[src/rtl/conv_ctrl_pkg.sv]
// Shared state encoding, status bit map and config field offsets for the conv job controller.
package conv_ctrl_pkg;

    typedef enum logic [2:0] {
        S_IDLE      = 3'd0,
        S_LAUNCH    = 3'd1,
        S_WAIT_BUSY = 3'd2,
        S_RUN       = 3'd3,
        S_FINISH    = 3'd4
    } state_t;

    localparam int ST_BUSY       = 0;
    localparam int ST_DONE       = 1;
    localparam int ST_ERR_CFG    = 2;
    localparam int ST_OVERRUN    = 3;
    localparam int ST_TIMEOUT    = 4;
    localparam int ST_JOBCNT_LSB = 5;
    localparam int JOBCNT_W      = 3;

    localparam int CFG_SIZEX_LSB = 0;
    localparam int CFG_SIZEY_LSB = 8;

    // A job is legal only for a non-empty region no taller than it is wide.
    function automatic logic cfg_size_ok(input int unsigned size_x,
                                         input int unsigned size_y,
                                         input int unsigned max_size);
        return (size_y >= 1) && (size_y <= size_x) && (size_x <= max_size);
    endfunction

endpackage

[src/rtl/conv_ctrl_wdt.sv]
// Stall watchdog: cleared before a job, counts while enabled, trips as the count reaches TIMEOUT_CYC.
module conv_ctrl_wdt #(
    parameter int TIMEOUT_W   = 16,
    parameter int TIMEOUT_CYC = 4095
) (
    input  logic clk,
    input  logic rst,
    input  logic clr,
    input  logic inc,
    output logic trip
);

    localparam logic [TIMEOUT_W-1:0] TRIP_AT = TIMEOUT_W'(TIMEOUT_CYC - 1);

    logic [TIMEOUT_W-1:0] count;

    always_ff @(posedge clk or posedge rst) begin
        if (rst) begin
            count <= '0;
        end else if (clr) begin
            count <= '0;
        end else if (inc) begin
            count <= count + 1'b1;
        end
    end

    // Fires on the increment that brings the count to TIMEOUT_CYC.
    assign trip = inc && (count == TRIP_AT);

endmodule

[src/rtl/conv_job_ctrl.sv]
// Job sequencer for the convolution core: validates cfg, pulses core start, tracks busy/done, sticky irq.
// start -> core_start next cycle; done -> irq two edges later. Watchdog built only with CONV_JOB_CTRL_WDT_EN.
module conv_job_ctrl
    import conv_ctrl_pkg::*;
#(
    parameter int SIZE_W      = 6,
    parameter int MAX_SIZE    = 32,
    parameter int TIMEOUT_W   = 16,
    parameter int TIMEOUT_CYC = 4095
) (
    input  logic              clk,
    input  logic              rst_a,
    input  logic              en_s,
    input  logic              start_i,
    input  logic [31:0]       cfg_i,
    input  logic              int_clr_i,
    input  logic              core_busy_i,
    input  logic              core_done_i,
    output logic              core_start_o,
    output logic [SIZE_W-1:0] core_sizeX_o,
    output logic [SIZE_W-1:0] core_sizeY_o,
    output logic              busy_o,
    output logic              int_done_o,
    output logic [7:0]        status_o
);

    state_t              state;
    logic                core_start_q;
    logic [SIZE_W-1:0]   size_x_q;
    logic [SIZE_W-1:0]   size_y_q;

    logic                done_flag;
    logic                err_cfg_flag;
    logic                overrun_flag;
    logic                timeout_flag;
    logic [JOBCNT_W-1:0] job_cnt;

    logic [SIZE_W-1:0]   cfg_size_x;
    logic [SIZE_W-1:0]   cfg_size_y;
    logic                cfg_ok;
    logic                job_timeout;
    logic                unused_cfg_bits;

    assign cfg_size_x = cfg_i[CFG_SIZEX_LSB +: SIZE_W];
    assign cfg_size_y = cfg_i[CFG_SIZEY_LSB +: SIZE_W];
    assign cfg_ok     = cfg_size_ok(32'(cfg_size_x), 32'(cfg_size_y), MAX_SIZE);

    assign unused_cfg_bits = ^{cfg_i[31:CFG_SIZEY_LSB+SIZE_W], cfg_i[CFG_SIZEY_LSB-1:SIZE_W]};

`ifdef CONV_JOB_CTRL_WDT_EN
    logic wdt_trip;

    conv_ctrl_wdt #(
        .TIMEOUT_W   (TIMEOUT_W),
        .TIMEOUT_CYC (TIMEOUT_CYC)
    ) u_wdt (
        .clk  (clk),
        .rst  (rst_a),
        .clr  (en_s && (state == S_LAUNCH)),
        .inc  (en_s && ((state == S_WAIT_BUSY) || (state == S_RUN))),
        .trip (wdt_trip)
    );

    // A done arriving on the trip cycle still completes the job normally.
    assign job_timeout = wdt_trip && !core_done_i;
`else
    logic [31:0] unused_wdt_cfg;

    assign unused_wdt_cfg = TIMEOUT_W ^ TIMEOUT_CYC;
    assign job_timeout    = 1'b0;
`endif

    always_ff @(posedge clk or posedge rst_a) begin
        if (rst_a) begin
            state        <= S_IDLE;
            core_start_q <= 1'b0;
            size_x_q     <= '0;
            size_y_q     <= '0;
        end else if (en_s) begin
            core_start_q <= 1'b0;
            case (state)
                S_IDLE: begin
                    if (start_i && cfg_ok) begin
                        size_x_q     <= cfg_size_x;
                        size_y_q     <= cfg_size_y;
                        core_start_q <= 1'b1;
                        state        <= S_LAUNCH;
                    end
                end
                S_LAUNCH: begin
                    state <= S_WAIT_BUSY;
                end
                S_WAIT_BUSY: begin
                    if (core_done_i) begin
                        state <= S_FINISH;
                    end else if (core_busy_i) begin
                        state <= S_RUN;
                    end else if (job_timeout) begin
                        state <= S_IDLE;
                    end
                end
                S_RUN: begin
                    if (core_done_i) begin
                        state <= S_FINISH;
                    end else if (job_timeout) begin
                        state <= S_IDLE;
                    end
                end
                S_FINISH: begin
                    state <= S_IDLE;
                end
                default: begin
                    state <= S_IDLE;
                end
            endcase
        end
    end

    // Clear first, then any set in the same cycle overrides it.
    always_ff @(posedge clk or posedge rst_a) begin
        if (rst_a) begin
            done_flag    <= 1'b0;
            err_cfg_flag <= 1'b0;
            overrun_flag <= 1'b0;
            timeout_flag <= 1'b0;
            job_cnt      <= '0;
        end else if (en_s) begin
            if (int_clr_i) begin
                done_flag    <= 1'b0;
                err_cfg_flag <= 1'b0;
                overrun_flag <= 1'b0;
                timeout_flag <= 1'b0;
            end
            if (state == S_FINISH) begin
                done_flag <= 1'b1;
                job_cnt   <= job_cnt + JOBCNT_W'(1);
            end
            if ((state == S_IDLE) && start_i && !cfg_ok) begin
                err_cfg_flag <= 1'b1;
            end
            if ((state != S_IDLE) && start_i) begin
                overrun_flag <= 1'b1;
            end
            if (job_timeout) begin
                timeout_flag <= 1'b1;
            end
        end
    end

    // Frozen while disabled, so a held LAUNCH must not leak a pulse to the core.
    assign core_start_o = core_start_q && en_s;
    assign core_sizeX_o = size_x_q;
    assign core_sizeY_o = size_y_q;
    assign busy_o       = (state != S_IDLE);
    assign int_done_o   = done_flag || err_cfg_flag || timeout_flag;

    always_comb begin
        status_o                                = '0;
        status_o[ST_BUSY]                       = busy_o;
        status_o[ST_DONE]                       = done_flag;
        status_o[ST_ERR_CFG]                    = err_cfg_flag;
        status_o[ST_OVERRUN]                    = overrun_flag;
        status_o[ST_TIMEOUT]                    = timeout_flag;
        status_o[ST_JOBCNT_LSB +: JOBCNT_W]     = job_cnt;
    end

endmodule

[config.mk]
export PLATFORM = sky130hd
export DESIGN_NAME = conv_job_ctrl
export DESIGN_NICKNAME = d
export VERILOG_FILES = /design/src/rtl/conv_ctrl_pkg.sv /design/src/rtl/conv_ctrl_wdt.sv /design/src/rtl/conv_job_ctrl.sv
export SDC_FILE = /design/constraint.sdc
export NUM_CORES = 1
export LEC_CHECK = 0
export ABC_CLOCK_PERIOD_IN_PS = 2300
export CAP_MARGIN = 20
export CORE_UTILIZATION = 34
export DETAILED_ROUTE_END_ITERATION = 16
export PLACE_DENSITY = 0.79
export REMOVE_ABC_BUFFERS = 1
export SLEW_MARGIN = 10
export SYNTH_ARGS = -nofsm -noshare
export SYNTH_HDL_FRONTEND = slang
export SYNTH_SLANG_ARGS = --single-unit
[constraint.sdc]
create_clock -name clk -period 2.3 [get_ports clk]
set_input_delay 0.69 -clock clk [delete_from_list [all_inputs] [get_ports clk]]
set_output_delay 0.69 -clock clk [all_outputs]
set_load 0.05 [all_outputs]
==> summary.txt, run 1 <==
Outcome
  – Status: finished, final reports clean

Logic synthesis
  – Largest family of logic cells by synthesized area: multiplexers
  – Sequential fraction of the synthesis area: 46.4%
  – Synth warn: 0
  – Fraction of registers with async set/reset: 100%
  – Synth Area in XOR/XNOR: 1.48%
  – Post-Synth Adder-Cell Area: 7.38%
  – Synth top area share: 46.4%
  – Top-count cell post-synth: dfrtp_1
  – Cell count after synthesis: 99
  – Synthesized area: 0.00119 mm²
  – Cell variety after synth: 38
  – Compound-gate portion of the synthesized area: 10.5%
  – Ranking of synthesized cells by area: dfrtp_1 (46%), mux2_4 (11%), ha_1 (7.4%)
  – Top cells by count, synth: dfrtp_1 (22), inv_1 (9), mux2_4 (9), ha_1 (7)
  – Area leader, netlist: dfrtp_1
  – Post-synthesis mux area share: 15.2%
  – Simple-gate share of the synthesized area: 11.4%
  – Synth Flop Type: dfrtp_1
  – Register bit total from synthesis: 22
  – Mean area per synthesized cell: 12.0 µm²
  – Number of flops mapped to enable cells by yosys: 0

Worst setup path
  – Crit-path cells: dlygate4sd2_1, ha_4, and4_1, buf_4, a32oi_2, nor4_4, clkbuf_16, mux2_4
  – Setup crit start kind: input port
  – CP arrival: 2470 ps
  – Critical Path Source: cfg_i[11]
  – Worst Path Max Fanout: 6
  – FF-to-FF Start: state[2]
  – WS Path Type: in -> reg
  – CP peak stage delay: 300 ps
  – Worst path required time: 2510 ps
  – Critical-path top delay cell: mux2_4
  – Crit end category: flop

Global route
  – First-pass GRT wire length: 4.82 mm
  – Vias in the first global route: 1095
  – Largest net degree at the start of global routing: 23
  – Total gr overflow: 0
  – Initial antenna violation count: 0
  – Gr usage total: 17.8%

Final layout
  – Final net count: 204
  – Non-Filler Instances: 203
  – Util after Layout: 58.3%
  – Layout cells sized above 1: 41.4%
  – # diodes: 0
  – Synth-to-layout area growth: 64.1%

Drt
  – Drt total wl: 2.95 mm
  – Iteration-0 DRC Markers: 18
  – WL/cell: 14.5 µm
  – Final ANT Viol Nets: 0
  – # DRC: 0
  – Vias: 993
  – Vias per cell: 4.89
  – First-pass detailed-route iteration total: 4

Timing
  – RSZ-0062 raised after global routing: true
  – Slack of the critical path: 34.3 ps
  – Final Setup Violations: 0
  – Final Cycle Share: 98.5%
  – Tmin final: 2270 ps
  – Clock Skew: 4.63 ps
  – Slew headroom: 66.1%
  – Slew Limit Fails: 0
  – Final hold vios: 0
  – Fmax: 441 MHz
  – Worst-Margin Slew: 507 ps

Job
  – Max-Cap Viols: 0

Floorplan
  – Initial Util: 35.5%
  – # rows: 21
  – Die Wd: 61.1 µm
  – CORE AREA: 0.00334 mm²
  – Top-level port count: 62
  – Height of the die: 61.1 µm
  – Die ar.: 0.00373 mm²

Clock tree
  – Clock buffer count from CTS: 3
  – CTS tree: yes
  – Root Driver: clkbuf_4
  – # H-tree levels: 1
  – Clk_lat worst skew: 300 ps
  – Max Root-Sink Buffers: 2
  – # clock sinks: 22
  – Worst-path clk slew: 130 ps
  – CTS Hold Bufs: 0

Worst hold path
  – Hold/Removal Path Class: reg -> reg
  – Worst hold start: core_start_q

Power
  – PD cells: 1180 mW/mm²
  – Peak supply drop: 0.869 mV
  – Leakage power: 0.901 nW

Placed design
  – IO buf count: 40
  – Placed Instances: 198
  – Final GP Congestion: 0.739
  – Post-detail-place hpwl: 2.09 mm
  – Pre-CTS setup slack: -764 ps
## stage by stage
step	setup TNS, ps	cell area [µm²]	hold slack [ps]	power [W]
after floorplan	-5300	1130	449	0.00151
after global placement	-8930	1760	462	0.00195
after detailed placement	-10210	1760	460	0.00198
after CTS	-323	1950	489	0.00230
after global routing	-37.7	1950	504	0.00241
final	0	1950	485	0.00230
## per-layer routing
| metal | vias to the layer above | global-route usage [%] | routed length (µm) |
|---|---|---|---|
| li1 | 459 | - | - |
| met1 | 483 | 18.5 | 1200 |
| met2 | 42 | 35.7 | 1550 |
| met3 | 9 | 2.52 | 144 |
| met4 | 0 | 6.49 | 53 |
| met5 | - | 0 | 0 |
## sequential cells by signal, summed over array words and instances, names as in the netlist
| register | flops |
|---|---|
| done_flag | 1 |
| err_cfg_flag | 1 |
| core_sizeY_o | 6 |
| state | 3 |
| overrun_flag | 1 |
| job_cnt | 3 |
| core_sizeX_o | 6 |
| core_start_q | 1 |
## worst max-delay path, delay by kind of cell
family / cells / cell delay (ps)
AO/OA/AOI/OAI: 1 / 70
adder cells (fa/ha/maj): 1 / 280
buffers and inverters: 3 / 640
multiplexers: 1 / 300
AND/OR/NAND/NOR: 2 / 490
## final timing paths
path / endpoint / slack [ps] / cells past startpoint
setup / recovery: core_sizeY_o[4] / 30 / 8
hold / removal: core_start_q / 490 / 1
setup reg to reg: core_sizeY_o[4] / 320 / 4
hold reg to reg: core_start_q / 490 / 1
max in group asynchronous: state[2] / 1370 / 3
min in group asynchronous: done_flag / 700 / 3
## placed cells by master (no fill, tap or decap), types with 2 or more instances in the layout
cell,Yosys,final
mux2_4,9,12
ha_4,0,5
inv_2,0,2
clkdlybuf4s50_1,0,23
a21o_1,3,3
clkdlybuf4s15_2,0,4
buf_4,5,20
o21ai_0,3,2
and2_1,2,2
buf_6,1,5
clkbuf_4,0,3
inv_1,9,7
dlygate4sd2_1,0,4
a21oi_1,2,2
nand2_1,5,5
dfrtp_1,22,22
ha_1,7,2
## power breakdown
part           internal (W)  switching [W]
sequential         0.000543       0.000114
combinational      0.000532       0.000814
clock              0.000176       0.000118
## cell type report
cell class                 instances  area, µm²
clock buffer                       3       22.5
clock inverter                     1       30.0
inverter                           9       33.8
timing repair buffer              61        594
multi-input combinational         61        658
sequential                        22        551
tap                               46       57.6
fill                             276       1390
## kinds of logic after synthesis
logic type	Yosys count
flops	22
simple gates	21
compound gates	17
buf+inv	16
mux	13
fa+ha+maj	7
xor+xnor	2
other cells	1
## timing repair
| item | CTS | global route |
|---|---|---|
| gates cloned | 1 | 0 |
| setup endpoints to repair | 16 | 13 |
| buffers inserted | 2 | 2 |
| gates resized for setup | 54 | 11 |
| pin swaps | 9 | 4 |
No activity file was read; power rests on OpenSTA's default activity.
==> inputs of run 2 (changes only) <==
--- a/config.mk
+++ b/config.mk
@@ -7,11 +7,14 @@
 export LEC_CHECK = 0
 export ABC_CLOCK_PERIOD_IN_PS = 2300
 export CAP_MARGIN = 20
-export CORE_UTILIZATION = 34
+export CELL_PAD_IN_SITES_DETAIL_PLACEMENT = 0
+export CELL_PAD_IN_SITES_GLOBAL_PLACEMENT = 1
+export CORE_UTILIZATION = 29
 export DETAILED_ROUTE_END_ITERATION = 16
-export PLACE_DENSITY = 0.79
+export PLACE_DENSITY = 0.87
 export REMOVE_ABC_BUFFERS = 1
 export SLEW_MARGIN = 10
 export SYNTH_ARGS = -nofsm -noshare
 export SYNTH_HDL_FRONTEND = slang
+export SYNTH_HIERARCHICAL = 1
 export SYNTH_SLANG_ARGS = --single-unit
==> run 2 against run 1 <==
Clock power increased by 19%. Clock skew hardly changed. Final cell count is 0.99% higher. Synthesized cell count did not move. Hold slack lost 6.3 ps. Critical path depth unchanged. Via count shrank 2.3%.
==> summary.txt, run 2 <==
Floorplan
  – # rows: 22
  – Height of the die: 66.0 µm
  – Initial Util: 31.2%
  – Top-level port count: 62
  – CORE AREA: 0.00380 mm²
  – Die Wd: 66.0 µm
  – Die ar.: 0.00435 mm²

Timing
  – Final hold vios: 0
  – Final Setup Violations: 0
  – Final Cycle Share: 98.8%
  – Fmax: 440 MHz
  – Worst hold slack: 479 ps
  – Slew Limit Fails: 0
  – Clock Skew: 4.85 ps
  – Slew headroom: 66.3%
  – Tmin final: 2270 ps
  – Worst-Margin Slew: 504 ps
  – RSZ-0062 raised after global routing: true
  – Setup_tns: 0 ps

Worst setup path
  – CP arrival: 2420 ps
  – RR Endpoint: core_sizeX_o[3]
  – WS Path Type: in -> reg
  – Crit end category: flop
  – Worst Path Max Fanout: 6
  – FF-to-FF Start: state[2]
  – Worst path required time: 2450 ps
  – Flop-to-flop setup slack: 330 ps
  – Setup crit start kind: input port
  – Worst r2r path cells: 5

Clock tree
  – Root Driver: clkbuf_8
  – Worst-path clk slew: 80 ps
  – Max Root-Sink Buffers: 2
  – # clock sinks: 22
  – Clock buffer count from CTS: 3
  – CTS tree: yes
  – CTS Hold Bufs: 0
  – Clk_lat worst skew: 260 ps
  – # H-tree levels: 1

Final layout
  – Fin area: 0.00194 mm²
  – Final net count: 204
  – Most frequent cells in the layout: clkdlybuf4s50_1 (23), dfrtp_1 (22), buf_4 (21)
  – Synth-to-layout area growth: 63.5%
  – Fillers: 336
  – Most common cell after layout, fill and taps aside: clkdlybuf4s50_1
  – Non-Filler Instances: 205
  – Layout cells sized above 1: 43.3%
  – # diodes: 0

Logic synthesis
  – Top-count cell post-synth: dfrtp_1
  – Simple-gate share of the synthesized area: 11.4%
  – Synth warn: 6
  – Sequential fraction of the synthesis area: 46.4%
  – Synth Flop Type: dfrtp_1
  – Post-synthesis mux area share: 15.2%
  – Synthesized area: 0.00119 mm²
  – Number of flops mapped to enable cells by yosys: 0
  – Cell variety after synth: 38
  – Post-Synth Adder-Cell Area: 7.38%
  – Ranking of synthesized cells by area: dfrtp_1 (46%), mux2_4 (11%), ha_1 (7.4%)
  – Synth Area in XOR/XNOR: 1.48%
  – Top cells by count, synth: dfrtp_1 (22), inv_1 (9), mux2_4 (9), ha_1 (7)
  – Area leader, netlist: dfrtp_1
  – Mean area per synthesized cell: 12.0 µm²
  – Cell count after synthesis: 99
  – Synth top area share: 46.4%
  – Fraction of registers with async set/reset: 100%
  – Register bit total from synthesis: 22
  – Largest family of logic cells by synthesized area: multiplexers
  – Compound-gate portion of the synthesized area: 10.5%

Drt
  – WL/cell: 14.0 µm
  – Vias: 970
  – First-pass detailed-route iteration total: 4
  – # DRC: 0
  – Vias per cell: 4.73
  – Drt total wl: 2.86 mm
  – Final ANT Viol Nets: 0
  – Iteration-0 DRC Markers: 22

Worst hold path
  – Hold-critical path depth: 1
  – Worst hold start: core_start_q
  – Hold/Removal Path Class: reg -> reg
  – Hold-critical path endpoint: core_start_q

Global route
  – Gr usage total: 13.9%
  – Largest net degree at the start of global routing: 23
  – Vias in the first global route: 1010
  – Total gr overflow: 0
  – Initial antenna violation count: 0
  – First-pass GRT wire length: 4.75 mm

Power
  – Peak supply drop: 0.688 mV
  – Leakage power: 0.904 nW
  – Total power: 0.00236 W
  – PD cells: 1210 mW/mm²

Placed design
  – Final GP Congestion: 0.847
  – Placed Instances: 198
  – Placed Area: 0.00175 mm²
  – IO buf count: 40
  – Post-detail-place hpwl: 2.12 mm

Outcome
  – Status: finished, final reports clean

Job
  – Max-Cap Viols: 0
[run 2: changes by cell type in the layout (fill, tap and decap cells not counted), moves of 2 or more]
cell             delta
clkbuf_2            +3
clkdlybuf4s15_2     -2
clkbuf_4            -3
clkbuf_8            +3
[run 2: worst max-delay path: stages]
cell and delay, ps:
clkbuf_2 110, buf_4 140, or4_4 520, o31ai_4 290
nor4_4 80, buf_4 140, clkbuf_16 150, mux2_4 290
[run 2: area by class of cell]
class	instances	area, µm²	area share [%]
clock buffers	3	41.3	2.13
flip-flops and latches	22	551	28.4
clock inverters	1	30.0	1.55
multi-input cells	61	657	33.9
repair buffers	61	567	29.2
inverters	9	33.8	1.74
well taps	48	60.1	3.10
[run 2: power by group]
| part | internal, W | switching [W] |
|---|---|---|
| Combinational | 0.000530 | 0.000811 |
| Clock | 0.000232 | 0.000119 |
| Sequential | 0.000544 | 0.000119 |
[run 2: worst max path at each step]
stage                         start               to  slack, ps  cells after the start
after global routing       cfg_i[3]  core_sizeX_o[3]        -30                      8
after CTS                  cfg_i[2]  core_sizeY_o[3]       -130                      8
final                     cfg_i[11]  core_sizeX_o[3]         30                      8
after detailed placement   cfg_i[5]  core_sizeX_o[1]       -780                      9
after floorplan            cfg_i[5]  core_sizeX_o[1]       -470                      7
after global placement     cfg_i[5]  core_sizeY_o[5]       -720                      9
[run 2: through the flow]
stage | util [%] | worst slack, ps
after floorplan | - | -471
after global placement | 46.0 | -716
after detailed placement | 46.0 | -783
after CTS | 51.9 | -130
after global routing | 51.1 | -33.4
final | 51.1 | 27.6
[run 2: cells by family (layout without fill, tap and decap cells)]
kind of cell,after synthesis,after routing
AO/OA/AOI/OAI,17,17
XOR/XNOR,2,2
adder cells (fa/ha/maj),7,7
buffers and inverters,16,74
flip-flops,22,22
multiplexers,13,13
other,1,1
AND/OR/NAND/NOR,21,21
[run 2: layer usage]
layer  vias up  global-route usage, %  wire (µm)
li1        459                      -          -
met1       478                   18.0       1270
met2        31                   24.1       1430
met3         2                   2.59        143
met4         0                   2.39         14
met5         -                      0          0
[run 2: what timing repair did]
item,4_1_cts,5_1_grt
gates cloned,1,0
setup endpoints to repair,17,12
buffers inserted,3,3
gates resized for setup,59,12
pin swaps,9,6
